==> src/rtl/data_deshuffler.sv <==
`default_nettype none
// +----------------------------------------------------------------------------+
// | Module      : data_deshuffler                                              |
// | Description : Collects SpatPar row beats into one tile word, optionally    |
// |               transposes it per element, and presents it on a registered   |
// |               valid-ready port toward the wide write streamer.             |
// | Revision    : 1.0 - initial release                                        |
// +----------------------------------------------------------------------------+
module data_deshuffler #(
  parameter int unsigned SpatPar   = 8,
  parameter int unsigned DataWidth = 64,
  parameter int unsigned Elems     = DataWidth / SpatPar
) (
  input  logic                         clk_i,
  input  logic                         rst_ni,
  input  logic [DataWidth-1:0]         a_i,
  input  logic                         a_valid_i,
  output logic                         a_ready_o,
  output logic [SpatPar*DataWidth-1:0] z_o,
  output logic                         z_valid_o,
  input  logic                         z_ready_i,
  input  logic [31:0]                  csr_en_transpose_i,
  input  logic                         csr_valid_i,
  output logic                         csr_ready_o,
  output logic [31:0]                  tile_cnt_o
);

  localparam int unsigned        c_cnt_w     = (SpatPar > 1) ? $clog2(SpatPar) : 1;
  localparam logic [c_cnt_w-1:0] c_last_beat = c_cnt_w'(SpatPar - 1);

  logic [c_cnt_w-1:0]                  r_beat_cnt;
  logic [SpatPar-2:0][DataWidth-1:0]   r_rows;
  logic                                r_transpose;
  logic [SpatPar*DataWidth-1:0]        r_z;
  logic                                r_z_valid;
  logic [31:0]                         r_tile_cnt;

  logic                                w_last;
  logic                                w_a_ready;
  logic                                w_a_fire;
  logic                                w_z_fire;
  logic                                w_csr_ready;
  logic                                w_csr_fire;
  logic [SpatPar-1:0][DataWidth-1:0]   w_rows;
  logic [SpatPar*DataWidth-1:0]        w_tile;
  logic                                w_unused_csr;

  assign w_last      = (r_beat_cnt == c_last_beat);
  assign w_a_ready   = !(w_last && r_z_valid && !z_ready_i);
  assign w_a_fire    = a_valid_i && w_a_ready;
  assign w_z_fire    = r_z_valid && z_ready_i;
  assign w_csr_ready = (r_beat_cnt == '0);
  assign w_csr_fire  = csr_valid_i && w_csr_ready;

  assign w_unused_csr = ^csr_en_transpose_i[31:1];

  // The incoming beat is the final row; no need to buffer it.
  assign w_rows[SpatPar-1]   = a_i;
  assign w_rows[SpatPar-2:0] = r_rows;

  for (genvar i = 0; i < SpatPar; i++) begin : g_row
    for (genvar j = 0; j < SpatPar; j++) begin : g_col
      assign w_tile[(i*SpatPar+j)*Elems +: Elems] =
          r_transpose ? w_rows[j][i*Elems +: Elems] : w_rows[i][j*Elems +: Elems];
    end
  end

  for (genvar k = 0; k < SpatPar - 1; k++) begin : g_buf
    always_ff @(posedge clk_i or negedge rst_ni) begin
      if (!rst_ni) begin
        r_rows[k] <= '0;
      end else if (w_a_fire && (r_beat_cnt == c_cnt_w'(k))) begin
        r_rows[k] <= a_i;
      end
    end
  end

  always_ff @(posedge clk_i or negedge rst_ni) begin
    if (!rst_ni) begin
      r_beat_cnt <= '0;
    end else if (w_a_fire) begin
      r_beat_cnt <= w_last ? '0 : r_beat_cnt + c_cnt_w'(1);
    end
  end

  // A new tile takes priority over clearing, giving bubble-free back-to-back words.
  always_ff @(posedge clk_i or negedge rst_ni) begin
    if (!rst_ni) begin
      r_z       <= '0;
      r_z_valid <= 1'b0;
    end else if (w_a_fire && w_last) begin
      r_z       <= w_tile;
      r_z_valid <= 1'b1;
    end else if (w_z_fire) begin
      r_z       <= '0;
      r_z_valid <= 1'b0;
    end
  end

  always_ff @(posedge clk_i or negedge rst_ni) begin
    if (!rst_ni) begin
      r_transpose <= 1'b0;
      r_tile_cnt  <= '0;
    end else if (w_csr_fire) begin
      r_transpose <= csr_en_transpose_i[0];
      r_tile_cnt  <= '0;
    end else if (w_z_fire) begin
      r_tile_cnt  <= r_tile_cnt + 32'd1;
    end
  end

  assign a_ready_o   = w_a_ready;
  assign csr_ready_o = w_csr_ready;
  assign z_o         = r_z;
  assign z_valid_o   = r_z_valid;
  assign tile_cnt_o  = r_tile_cnt;

endmodule
`default_nettype wire

==> config.mk <==
export PLATFORM = sky130hd
export DESIGN_NAME = data_deshuffler
export DESIGN_NICKNAME = d
export VERILOG_FILES = /design/src/rtl/data_deshuffler.sv
export SDC_FILE = /design/constraint.sdc
export NUM_CORES = 1
export LEC_CHECK = 0
export CORE_ASPECT_RATIO = 2
export CORE_UTILIZATION = 30
export CTS_CLUSTER_SIZE = 40
export DETAILED_ROUTE_END_ITERATION = 10
export GPL_ROUTABILITY_DRIVEN = 0
export GPL_TIMING_DRIVEN = 0
export SETUP_SLACK_MARGIN = 0.5
export SLEW_MARGIN = 0
export SYNTH_ARGS = -nofsm -noshare
export SYNTH_HDL_FRONTEND = slang
export SYNTH_SLANG_ARGS = --single-unit
==> constraint.sdc <==
create_clock -name clk_i -period 2.37 [get_ports clk_i]
set_input_delay 0.474 -clock clk_i [delete_from_list [all_inputs] [get_ports clk_i]]
set_output_delay 0.474 -clock clk_i [all_outputs]
set_load 0.05 [all_outputs]
==> metrics <==
TritonRoute pass-1 iters=5; Final Slew Violations=0; Net Sw Frac=44.9%; setup repair after global routing missed its margin=true; post-route ant nets=0; clock sinks=997; 1st-iter DRT viols=2,162; Worst Tran Pin Value=1.44 ns; Final Skew=0.0270 ns; placed cells=5,926; slowest CP cell=clkdlybuf4s50_1; HP Class=in -> async; Seq. cell area=25,000 um2; final WL=183,000 um; vias in the first global route=32,900; Layout Nets=4,323; Psw=37.5 mW; Hold WS=-0.192 ns; Crit Path Max Fanout=2; setup violators final=0; Fmax=436 MHz; fillers=13,600; DR top layer=met4; Routed met3 length=10,800 um; number of flops mapped to enable cells by yosys=0; antenna violations before repair=15; Worst Setup Start Kind=flop; synth unique cells=36; H-tree Lvls=3; Seq/Total Area, Yosys=59.1%; failing checks=negative hold slack; cell family with most CP delay=buffers and inverters; CTS clk-pin slew, worst paths=0.07 ns; crit-path max cell delay=0.80 ns; hpwl dp=129,000 um; outcome=complete, but fails checks; global-route wire length before repair=251,000 um; crit-path cells=clkdlybuf4s50_1; Vias=32,000; Fin. Hold Viols=129; Internal Power=46.0 mW; synthesized cell area=42,200 um2; maximum VDD drop=1.00 mV; std cell rows=194; WP buf/inv=1; worst setup path category=reg -> out; Top FF cell, synth=dfrtp_1; Num CTS Buffers=94; Initial Util=30.3%; die span in y=533 um; total die area=142,000 um2; post-route insts no fill=6,158; io pins=648; Setup crit end kind=output port; WL met1=69,400 um; post-layout power=83.5 mW; R2R cell count=6; Buffers on Ports=559; final period utilization=96.9%; Crit path depth=1; FF+latch count, synth=997; Lkg Pwr=26.8 nW; power per cell area=1510 nW/um2; Slew HR=3.94%; syn_nets=3,605; GRT Overall Usage=25.1%; layout cells sized above 1=23.7%; drt wl/cell=29.7 um; global route total overflow=0; synthesized instance count=3,497; Clock Tree Buf Depth=3; Worst EP arrival=1.82 ns; DRC=0; Worst EP required=1.90 ns; Max-cap violations=0; multi-input logic area=16,600 um2; root buf cell=clkbuf_16; largest net degree at the start of global routing=160; Synth Area per Inst=12.1 um2; via density per instance=5.19; Reg power frac=35.9%; Comb power frac=45.2%; Period minus WS final=2.30 ns; Async SR Flop Fraction=100%; CTS tree=built; Area Growth Syn to Fin=31.2%; CORE AREA=140,000 um2; clock share of power=19.0%; WL met2=91,500 um; Die Wd=267 um; Synth warnings=0; worst skew pair latency=0.70 ns
state kept, by name, summed over array words and instances (netlist names):
signal	flops
r_rows	448
z_valid_o	1
r_beat_cnt	3
tile_cnt_o	32
r_transpose	1
z_o	512
final timing paths:
kind / from / to / slack, ns
min reg2reg: r_rows[219] / z_o[219] / 0.46
min: rst_ni / z_o[5] / -0.19
max in group asynchronous: rst_ni / z_o[291] / 0.48
max: z_o[80] / z_o[80] / 0.07
max reg2reg: r_beat_cnt[2] / r_rows[216] / 0.13
min in group clk_i: z_ready_i / z_valid_o / 0.30
area by class of cell:
class / instances / area share, %
flip-flops and latches: 997 / 45.1
multi-input cells: 2164 / 29.9
repair buffers: 621 / 10.5
clock buffers: 130 / 4.82
plain buffers: 331 / 4.56
well taps: 1862 / 4.20
clock inverters: 41 / 0.793
inverters: 6 / 0.0406
diodes: 6 / 0.0271
synthesized netlist by cell type (7+ instances only):
master,instances,area [um2]
nand2_1,158,593
o21ai_0,455,2280
mux2_2,448,5040
o31ai_1,12,90.1
nand3_1,526,2630
buf_2,69,345
mux2i_1,452,4520
a21oi_1,17,85.1
dfrtp_1,997,24900
nand4_1,11,68.8
buf_1,74,278
nor2_1,12,45.0
clkbuf_1,188,706
or4_1,12,90.1
ha_1,7,87.6
and3_1,8,50.1
timing repair:
action	CTS	global route
setup buffers	13	30
pin swaps	3	10
gates cloned	0	12
endpoints found under the setup margin	1539	1982
resized for setup	710	417
endpoints found under the hold margin	129	129
metal layers:
metal / GRT usage (%) / vias to the layer above
met5: 0 / -
met3: 4.94 / 319
met2: 43.6 / 1097
met4: 14.2 / 0
li1: - / 13900
met1: 28.5 / 16700
power by group through the flow:
| stage | registers, mW | logic, mW | clock network (mW) |
|---|---|---|---|
| 2_1_floorplan | 40.8 | 13.9 | 0 |
| 3_3_place_gp | 30.1 | 38.9 | 0 |
| 3_5_place_dp | 30.1 | 39.5 | 0 |
| 4_1_cts | 29.8 | 37.4 | 16.1 |
| 5_1_grt | 30.8 | 39.8 | 16.7 |
| 6_report | 30.0 | 37.7 | 15.8 |
per-stage QoR:
stage | TNS (ns) | utilization (%) | setup WS, ns | area, um2
after floorplan | 0 | - | 0.00361 | 43000
after global placement | - | 36.5 | -48.84 | 50900
after detailed placement | -858.81 | 36.6 | -1.87 | 51100
after CTS | 0 | 38.8 | 0.00423 | 54100
after global routing | 0 | 39.7 | 0.0145 | 55400
final | 0 | 39.7 | 0.0739 | 55400
cells in the final DEF, fill, tap and decap left out, types with 9 or more instances in the layout:
master           Yosys  layout
nand4_1             11      11
o21ai_0            455     417
clkbuf_16            0     107
clkbuf_8             0      19
nand3_2              0      26
buf_4                0      33
mux2_2             448     378
nand3_1            526     493
o21ai_1              0      30
dlygate4sd2_1        0     531
buf_12               0      27
clkdlybuf4s50_1      0      12
clkbuf_4             0      28
clkbuf_1           188      55
o31ai_1             12      12
nand3_4              1       9
dfrtp_2              0      22
or4_1               12      11
buf_2               69      36
buf_1               74      49
clkinv_2             0      16
a21oi_1             17      16
nor2_1              12      12
mux2_4               0      70
buf_8                0      21
buf_16               0       9
buf_6                0      65
mux2i_1            452     451
dfrtp_1            997     975
nand2_1            158     154
clkbuf_2             0      89
logic make-up after synthesis:
| logic type | Yosys count | synth area share [%] |
|---|---|---|
| mux | 900 | 22.7 |
| compound gates | 486 | 5.84 |
| buf+inv | 337 | 3.20 |
| flops | 997 | 59.1 |
| simple gates | 759 | 8.80 |
| fa+ha+maj | 7 | 0.207 |
| xor+xnor | 11 | 0.228 |
No activity file was read; power rests on OpenSTA's default activity.
